`config.mk`:
```
export PLATFORM = sky130hd
export DESIGN_NAME = mem_arbiter
export DESIGN_NICKNAME = d
export VERILOG_FILES = /design/src/rtl/mem_arbiter.sv
export SDC_FILE = /design/constraint.sdc
export NUM_CORES = 1
export LEC_CHECK = 0
export ABC_AREA = 1
export CAP_MARGIN = 20
export CORE_MARGIN = 4
export CORE_UTILIZATION = 37
export CTS_CLUSTER_DIAMETER = 50
export DETAILED_ROUTE_END_ITERATION = 10
export GPL_TIMING_DRIVEN = 1
export MAX_ROUTING_LAYER = met4
export PLACE_DENSITY = 0.79
export SYNTH_ARGS = -nofsm -noshare
export SYNTH_HDL_FRONTEND = slang
export SYNTH_SLANG_ARGS = --single-unit
```
`constraint.sdc`:
```
create_clock -name clk -period 2 [get_ports clk]
set_input_delay 0.5 -clock clk [delete_from_list [all_inputs] [get_ports clk]]
set_output_delay 0.5 -clock clk [all_outputs]
set_load 0.03 [all_outputs]
```
`src/rtl/mem_arbiter.sv`:
```
// Single-bus arbiter between the instruction-fetch and load/store ports.
// Data wins contention; completion hands the bus straight to the other port.
module mem_arbiter #(
  parameter int ADDR_W = 32,
  parameter int DATA_W = 32
) (
  input  logic                  clk,
  input  logic                  rst_n,

  input  logic                  inst_req,
  input  logic [ADDR_W-1:0]     inst_addr,
  output logic [DATA_W-1:0]     inst_rdata,
  output logic                  inst_mem_wait,

  input  logic                  data_req,
  input  logic                  data_we,
  input  logic [ADDR_W-1:0]     data_addr,
  input  logic [DATA_W-1:0]     data_wdata,
  input  logic [DATA_W/8-1:0]   data_be,
  output logic [DATA_W-1:0]     data_rdata,
  output logic                  data_mem_wait,

  output logic                  bus_req,
  output logic                  bus_we,
  output logic [ADDR_W-1:0]     bus_addr,
  output logic [DATA_W-1:0]     bus_wdata,
  output logic [DATA_W/8-1:0]   bus_be,
  input  logic                  bus_ack,
  input  logic [DATA_W-1:0]     bus_rdata
);

  typedef enum logic [1:0] {
    IDLE = 2'd0,
    INST = 2'd1,
    DATA = 2'd2
  } state_t;

  state_t                state_q, state_d;
  logic                  we_q, we_d;
  logic [ADDR_W-1:0]     addr_q, addr_d;
  logic [DATA_W-1:0]     wdata_q, wdata_d;
  logic [DATA_W/8-1:0]   be_q, be_d;

  logic inst_hit;
  logic data_done;

  // A fetch only completes if the pipeline still wants the address we issued.
  assign inst_hit  = (state_q == INST) && bus_ack && inst_req && (inst_addr == addr_q);
  assign data_done = (state_q == DATA) && bus_ack;

  always_ff @(posedge clk) begin
    if (!rst_n) begin
      state_q <= IDLE;
      we_q    <= 1'b0;
      addr_q  <= '0;
      wdata_q <= '0;
      be_q    <= '0;
    end else begin
      state_q <= state_d;
      we_q    <= we_d;
      addr_q  <= addr_d;
      wdata_q <= wdata_d;
      be_q    <= be_d;
    end
  end

  always_comb begin
    state_d = state_q;
    we_d    = we_q;
    addr_d  = addr_q;
    wdata_d = wdata_q;
    be_d    = be_q;

    unique case (state_q)
      IDLE: begin
        if (data_req) begin
          state_d = DATA;
          we_d    = data_we;
          addr_d  = data_addr;
          wdata_d = data_wdata;
          be_d    = data_be;
        end else if (inst_req) begin
          state_d = INST;
          we_d    = 1'b0;
          addr_d  = inst_addr;
          be_d    = '1;
        end
      end
      DATA: begin
        if (bus_ack) begin
          if (inst_req) begin
            state_d = INST;
            we_d    = 1'b0;
            addr_d  = inst_addr;
            be_d    = '1;
          end else begin
            state_d = IDLE;
          end
        end
      end
      INST: begin
        if (bus_ack) begin
          if (data_req) begin
            state_d = DATA;
            we_d    = data_we;
            addr_d  = data_addr;
            wdata_d = data_wdata;
            be_d    = data_be;
          end else if (inst_req && !inst_hit) begin
            // Stale return: re-issue the fetch at whatever address is live now.
            state_d = INST;
            we_d    = 1'b0;
            addr_d  = inst_addr;
            be_d    = '1;
          end else begin
            state_d = IDLE;
          end
        end
      end
      default: state_d = IDLE;
    endcase
  end

  assign bus_req   = (state_q != IDLE);
  assign bus_we    = we_q;
  assign bus_addr  = addr_q;
  assign bus_wdata = wdata_q;
  assign bus_be    = be_q;

  assign inst_mem_wait = inst_req && !inst_hit;
  assign data_mem_wait = data_req && !data_done;

  assign inst_rdata = bus_rdata;
  assign data_rdata = bus_rdata;

endmodule

```
==> summary.md, run 1 <==
| Metric | Value |
|---|---|
| Result of the run | `finished with violations` |
| Failing checks | `setup timing` |
| Core area | `0.0138 mm²` |
| Filler cells | `1322` |
| Max H-tree Level | `3` |
| Hold slack final | `0.481 ns` |
| Inserted Clock Buffers | `9` |
| Aggregate global-route resource usage | `21.9%` |
| Endpoints failing hold | `0` |
| Cell seen most often among critical-path stages | `buf_4` |
| Gp weighted congestion | `0.905` |
| Port Buffers | `177` |
| Power per standard cell area | `941 mW/mm²` |
| Cells after synthesis | `834` |
| Required time reported for the critical path endpoint | `2.22 ns` |
| Mean instance size in the synthesized netlist | `6.23 µm²` |
| YS warnings | `0` |
| Maximum frequency from static timing analysis | `433 MHz` |
| Crit-path slowest cell | `clkdlybuf4s50_1` |
| Final wirelength | `18.3 mm` |
| Placed instance count | `1145` |
| Wire length of the first global-routing pass | `27.9 mm` |
| Clock Skew | `0.0111 ns` |
| Buffers & Inverters on Critical Path | `7` |
| Root Driver | `clkbuf_16` |
| Die boundary height | `127 µm` |
| Clock transition at path regs | `0.06 ns` |
| Number of clock sinks | `71` |
| Synthesized area | `0.00520 mm²` |
| Critical path endpoint category | `flop` |
| Register area share after synthesis | `27.3%` |
| Width of the die | `127 µm` |
| Max Fanout on Critical Path | `3` |
| CP Cell Sequence | `clkdlybuf4s50_1 -> xnor2_1 -> nand3_1 -> nor2_1 -> nand2_1 -> buf_4 -> buf_4 -> buf_4 -> buf_4 -> buf_4 -> buf_4 -> nand3_1 -> nand2_1 -> nand2_1 -> a21oi_1` |
| Non-filler cells, final | `1178` |
| Antenna violations before repair | `2` |
| Growth of design area from synthesis to finish | `47.3%` |
| Starting density of the core | `37.6%` |
| Final net count | `1133` |
| Initial DRT Pass Iterations | `6` |
| Endpoint arrival time on the critical path | `2.53 ns` |
| Transition time of the tightest slew-check pin | `0.408 ns` |
| Area enclosed by the die boundary | `0.0160 mm²` |
| I/O Pins | `274` |
| Number of buffers between clock root and the deepest sink | `2` |
| # setup viols final | `36` |
| Via Count | `5990` |
| Antenna-violating nets left | `0` |
| Remaining design rule violation count | `0` |
| Gr ovfl total | `0` |
| Leakage power | `3.54 nW` |
| Share of cells above drive strength 1 | `16.2%` |
| Detailed-route wire length per cell | `15.6 µm` |
| Via count of the first global-routing pass | `5664` |
| Startpoint kind of the worst setup timing path | `primary input` |
| CP Class | `primary input to flop` |
| FP Rows | `43` |
| Detailed router's first-iteration violation count | `516` |
| Max-slew headroom at the worst pin | `72.9%` |
| Share of the cycle needed by the critical path after routing | `115%` |
| Max-capacitance violation count | `0` |
| Unrepaired setup endpoints after global routing | `yes` |
| Crit path max-delay family | `buffers and inverters` |
| Post-route setup slack | `-0.310 ns` |
| Pin count of the biggest net entering global routing | `71` |
| Via density | `5.08` |
| Hold-fix buffers at CTS | `0` |
| Number of library cell types mapped by synthesis | `29` |
| Peak ir drop on the vdd network | `547 µV` |
| Register bit total from synthesis | `71` |
| Max Slew Vio Count | `0` |
| Insertion delay to the later sink of the worst-skew pair | `0.34 ns` |
| Final critical path time including I/O delays and setup | `2.31 ns` |
| Class of the tightest hold or removal check | `flop to flop` |
| CTS tree | `built` |
| Estimated wirelength of the detail-placed design | `12.8 mm` |
| Maximum cell stage delay along the critical path | `0.55 ns` |
| Nets in the synthesized netlist | `976` |
power breakdown:
part / internal, mW / switching [mW] / total, mW / leakage, nW
Combinational: 1.56 / 2.08 / 3.64 / 2.81
Sequential: 1.72 / 0.253 / 1.97 / 0.590
Clock: 0.969 / 0.626 / 1.59 / 0.138
Total: 4.25 / 2.96 / 7.21 / 3.54
worst paths after layout:
kind,cells after the start,to,from,slack (ns)
max,15,state_q[0]$_SDFFE_PN0P_,inst_addr[4],-0.31
min,2,bus_wdata[29]$_SDFFE_PN0P_,bus_wdata[29]$_SDFFE_PN0P_,0.48
max reg2reg,19,state_q[0]$_SDFFE_PN0P_,state_q[1]$_SDFFE_PN0P_,-0.29
min reg2reg,2,bus_wdata[29]$_SDFFE_PN0P_,bus_wdata[29]$_SDFFE_PN0P_,0.48
cells in the final DEF, fill, tap and decap left out, types with 4 or more instances in the layout:
| cell | Yosys | final |
|---|---|---|
| nand2_1 | 181 | 177 |
| nor2_1 | 140 | 134 |
| clkdlybuf4s50_1 | 0 | 133 |
| a21oi_1 | 82 | 78 |
| buf_4 | 66 | 68 |
| o21ai_0 | 69 | 66 |
| dfxtp_1 | 71 | 66 |
| inv_1 | 62 | 57 |
| dlygate4sd2_1 | 0 | 32 |
| nand3_2 | 20 | 22 |
| nand3_1 | 24 | 22 |
| o211ai_1 | 14 | 14 |
| clkbuf_16 | 0 | 12 |
| buf_12 | 0 | 10 |
| a211oi_1 | 9 | 9 |
| o31ai_1 | 8 | 8 |
| nand4_1 | 7 | 7 |
| o22ai_1 | 7 | 7 |
| inv_2 | 3 | 6 |
| buf_6 | 7 | 6 |
| xnor2_1 | 5 | 5 |
| nor2_2 | 1 | 5 |
| dfxtp_2 | 0 | 5 |
| nor3_1 | 4 | 4 |
| clkbuf_1 | 18 | 4 |
synthesized netlist by cell type:
cell type,instances,area share [%]
a211oi_1,9,1.3
a21oi_1,82,7.9
buf_1,9,0.65
buf_2,17,1.6
buf_4,66,9.5
buf_6,7,1.5
clkbuf_1,18,1.3
clkinv_1,1,0.072
dfxtp_1,71,27
ha_1,4,0.96
inv_1,62,4.5
inv_2,3,0.22
mux2i_1,1,0.19
nand2_1,181,13
nand3_1,24,2.3
nand3_2,20,3.9
nand4_1,7,0.84
nor2_1,140,10
nor2_2,1,0.12
nor3_1,4,0.39
o211ai_1,14,2.0
o21ai_0,69,6.6
o21ai_2,1,0.17
o221ai_1,1,0.17
o22ai_1,7,0.84
o311a_1,1,0.19
o31ai_1,8,1.2
xnor2_1,5,0.84
xor2_1,1,0.17
repair_timing:
action / 4_1_cts / 5_1_grt
resized for setup: 57 / 36
cloned: 0 / 7
endpoints found under the setup margin: 42 / 74
pin swaps: 16 / 5
setup buffers: 9 / 1
layout make-up:
cell class / instances / area, µm² / share of cell area, %
Multi-Input combinational cell: 581 / 2890 / 37.8
Timing Repair Buffer: 262 / 2560 / 33.5
Sequential cell: 71 / 1430 / 18.7
Inverter: 66 / 255 / 3.33
Clock buffer: 13 / 240 / 3.14
Tap cell: 180 / 225 / 2.94
Clock inverter: 3 / 43.8 / 0.572
Antenna cell: 2 / 5.00 / 0.0654
sequential cells by signal (all words and copies together) (netlist names):
register and cells:
bus_wdata 32, bus_be 4, state_q 2, bus_addr 32, bus_we 1
per-layer routing:
| metal | track usage (%) | share of wire (%) | up-vias |
|---|---|---|---|
| met1 | 25.0 | 39 | 2673 |
| met2 | 35.8 | 47 | 298 |
| met4 | 8.64 | 2.7 | 0 |
| met3 | 6.99 | 11 | 57 |
| met5 | - | 0 | - |
| li1 | - | - | 2962 |
stage by stage:
stage	cell area [µm²]	util, %	setup WS (ns)	setup TNS (ns)	total power [mW]
final	7650	55.4	-0.310	-1.75	7.21
after global routing	7650	55.4	-0.336	-3.73	7.65
after CTS	7440	53.8	-0.272	-0.484	7.15
after detailed placement	7080	51.2	-0.634	-24.20	5.52
after global placement	7080	51.2	-0.589	-21.94	5.48
after floorplan	5200	-	0.00560	0	4.26
kinds of logic (layout without fill, tap and decap cells):
group           after synthesis  in the layout  share of synthesized area (%)
other cells                   0              2                              0
compound gates              192            192                           20.4
fa+ha+maj                     4              4                          0.963
buf+inv                     183            344                           19.4
flops                        71             71                           27.3
xor+xnor                      6              6                           1.01
mux                           1              1                          0.193
simple gates                377            378                           30.7
worst register-to-register path: stages (launching register included):
cell     delay (ns)
dfxtp_2        0.32
inv_2          0.08
ha_4           0.14
nand2_2        0.06
nor2_2         0.09
nand3_2        0.08
nor2_1         0.10
nand2_1        0.10
nor2_1         0.11
nand2_1        0.10
buf_4          0.14
buf_4          0.12
buf_4          0.12
buf_4          0.12
buf_4          0.12
buf_4          0.12
nand3_1        0.07
nand2_1        0.06
nand2_1        0.06
a21oi_1        0.06
Note: power is estimated with default switching activity, not from simulation.
==> run 2: changes to the inputs <==
--- a/config.mk
+++ b/config.mk
@@ -8,4 +8,5 @@
 export ABC_AREA = 1
 export CAP_MARGIN = 20
+export CORE_ASPECT_RATIO = 1.2
 export CORE_MARGIN = 4
 export CORE_UTILIZATION = 37
==> constraint.sdc (replaced) <==
create_clock -name clk -period 2 [get_ports clk]
set_input_delay 0.5 -clock clk [delete_from_list [all_inputs] [get_ports clk]]
set_output_delay 0.5 -clock clk [all_outputs]
set_load 0.1 [all_outputs]
==> run 2 against run 1 <==
  * The run still ends with setup timing left
  * Routed wire length down 0.19%
  * Worst hold slack worse by 0.015 ns
  * Sequential power up 9.6%
  * Setup slack about the same
  * Non-clock buffer count down 8
  * Critical endpoint is now inst_mem_wait
  * Largest power group unchanged
==> summary.md, run 2 (synthesis gave the netlist of run 1 again) <==
| Metric | Value |
|---|---|
| Clock Skew | `0.00988 ns (-0.00124 ns)` |
| Max H-tree Level | `3 (unchanged)` |
| Critical path endpoint category | `output port` |
| Max Slew Vio Count | `0 (unchanged)` |
| Via count of the first global-routing pass | `5503 (-2.8%)` |
| Max-slew headroom at the worst pin | `72.9% (about the same)` |
| Root Driver | `clkbuf_16` |
| Leakage power | `3.77 nW (+6.5%)` |
| Starting density of the core | `37.8% (+0.18 points)` |
| Pin count of the biggest net entering global routing | `43 (-39%)` |
| Endpoints failing hold | `0 (unchanged)` |
| Width of the die | `116 µm (-8.2%)` |
| Commonest non-fill, non-tap cell in the layout | `nand2_1` |
| Detailed router's first-iteration violation count | `412 (-20%)` |
| Estimated wirelength of the detail-placed design | `13.3 mm (+3.9%)` |
| Core area | `0.0138 mm² (-0.48%)` |
| Logic pwr share | `60.3% (+9.8 points)` |
| Insertion delay to the later sink of the worst-skew pair | `0.33 ns (about the same)` |
| Required time reported for the critical path endpoint | `1.50 ns (-0.72 ns)` |
| Sequential share of power | `22.5% (-4.8 points)` |
| Clock transition at path regs | `0.06 ns (about the same)` |
| Startpoint kind of the worst setup timing path | `primary input` |
| Result of the run | `finished with violations` |
| Sw Pwr | `4.70 mW (+59%)` |
| Antenna-violating nets left | `0 (unchanged)` |
| Share of the cycle needed by the critical path after routing | `115% (about the same)` |
| Wire length of the first global-routing pass | `26.9 mm (-3.5%)` |
| Final critical path time including I/O delays and setup | `2.31 ns (+0.000154 ns)` |
| Maximum frequency from static timing analysis | `433 MHz (about the same)` |
| Number of buffers between clock root and the deepest sink | `2 (unchanged)` |
| Initial DRT Pass Iterations | `5 (-1)` |
| Design Area, Final | `0.00822 mm² (+7.3%)` |
| Antenna violations before repair | `3 (+1)` |
| FP Rows | `47 (+9.3%)` |
| Remaining design rule violation count | `0 (unchanged)` |
| Multi-input gate area | `0.00295 mm² (+2.0%)` |
| Transition time of the tightest slew-check pin | `0.407 ns (-0.00177 ns)` |
| DP Worst Slack | `-0.608 ns (+0.0258 ns)` |
| Gr ovfl total | `0 (unchanged)` |
| Gp weighted congestion | `0.873 (-3.6%)` |
| Post-route setup slack | `-0.310 ns (-0.000154 ns)` |
| Failing checks | `setup timing` |
| Max-capacitance violation count | `0 (unchanged)` |
| Relative contribution of the clock network to total power | `17.1% (-5.0 points)` |
| Area after detailed placement | `0.00765 mm² (+8.1%)` |
| Total area of sequential cells | `0.00154 mm² (+8.2%)` |
| Endpoint arrival time on the critical path | `1.81 ns (-0.72 ns)` |
| Class of the tightest hold or removal check | `primary input to flop` |
| CTS tree | `built` |
| I/O Pins | `274 (unchanged)` |
| Via Count | `6004 (+0.23%)` |
| Max Fanout on Critical Path | `3 (unchanged)` |
| Filler cells | `1244 (-5.9%)` |
| # setup viols final | `26 (-28%)` |
| Inserted Clock Buffers | `9 (unchanged)` |
| Peak ir drop on the vdd network | `741 µV (+35%)` |
| Aggregate global-route resource usage | `22.1% (+0.13 points)` |
| CP Class | `primary input to output port` |
| Share of cells above drive strength 1 | `27.2% (+11 points)` |
| Port Buffers | `177 (unchanged)` |
| Power per standard cell area | `1170 mW/mm² (+24%)` |
| Final wirelength | `18.3 mm (-0.19%)` |
| Area enclosed by the die boundary | `0.0160 mm² (about the same)` |
| Detailed-route wire length per cell | `15.7 µm (+1.1%)` |
| Switch share | `49.1% (+8.1 points)` |
| Most frequent cells in the layout | `nand2_1 (177), nor2_1 (134), buf_4 (84), a21oi_1 (74), clkdlybuf4s50_1 (69)` |
| Growth of design area from synthesis to finish | `58.1%` |
| Internal power consumption | `4.88 mW (+15%)` |
| Final net count | `1125 (-0.71%)` |
| Number of clock sinks | `71 (unchanged)` |
| Die boundary height | `138 µm (+8.9%)` |
| Unrepaired setup endpoints after global routing | `yes` |
| Via density | `5.16 (+1.5%)` |
## run 2: routing by layer
metal  vias up  routed length (µm)  global-route usage (%)
li1       2961                   -                       -
met1      2699                6820                    23.7
met2       274                9120                    36.7
met3        70                1610                    5.54
met4         0                 760                    13.0
met5         -                   0                       -
## run 2: final cells by class
| cell class | instances | share of cell area (%) |
|---|---|---|
| antenna | 4 | 0.122 |
| clock buffer | 11 | 3.35 |
| clock inverter | 5 | 0.442 |
| inverter | 66 | 3.20 |
| multi-input combinational | 580 | 35.9 |
| sequential | 71 | 18.8 |
| tap | 171 | 2.60 |
| timing repair buffer | 254 | 35.5 |
| timing repair inverter | 1 | 0.0609 |
## run 2: per-stage QoR
step / power (mW) / std cells / TNS, ns / hold WS [ns] / util [%]
4_1_cts: 9.39 / 1151 / -0.345 / 0.453 / 57.8
2_1_floorplan: 6.25 / 834 / -0.0795 / 0.467 / -
3_5_place_dp: 7.72 / 1134 / -23.13 / 0.473 / 55.6
6_report: 9.58 / 1163 / -1.49 / 0.465 / 59.7
3_3_place_gp: 7.67 / 1134 / -21.18 / 0.463 / 55.6
5_1_grt: 10.1 / 1162 / -6.25 / 0.479 / 59.7
## run 2: path summary, 6_finish.rpt
check	end	cells past startpoint	start	slack, ns
worst min register to register	bus_wdata[1]$_SDFFE_PN0P_	2	bus_wdata[1]$_SDFFE_PN0P_	0.48
worst max-delay path	inst_mem_wait	11	inst_addr[5]	-0.31
worst min-delay path	bus_wdata[27]$_SDFFE_PN0P_	3	rst_n	0.47
worst max register to register	bus_addr[14]$_SDFFE_PN0P_	12	state_q[0]$_SDFFE_PN0P_	-0.09
## run 2: worst max-delay path, stage by stage
cell	delay [ns]
dlygate4sd2_1	0.25
buf_4	0.14
nand2_1	0.08
nand3_2	0.10
nor2_1	0.12
nand2_1	0.07
nor2_1	0.10
nand2_1	0.08
nand2_2	0.09
clkinvlp_4	0.11
buf_12	0.17
## run 2: power by group through the flow
stage | Combinational (mW) | Clock [mW] | Sequential (mW)
2_1_floorplan | 2.18 | 0 | 4.07
3_3_place_gp | 5.49 | 0 | 2.18
3_5_place_dp | 5.54 | 0 | 2.19
4_1_cts | 5.54 | 1.69 | 2.16
5_1_grt | 6.12 | 1.76 | 2.20
6_report | 5.78 | 1.64 | 2.16
## run 2: what timing repair did
action / CTS / global route
hold buffers: 0 / 0
setup buffers: 1 / 4
endpoints found under the setup margin: 39 / 60
pin swaps: 19 / 8
cloned: 0 / 4
resized for setup: 41 / 43
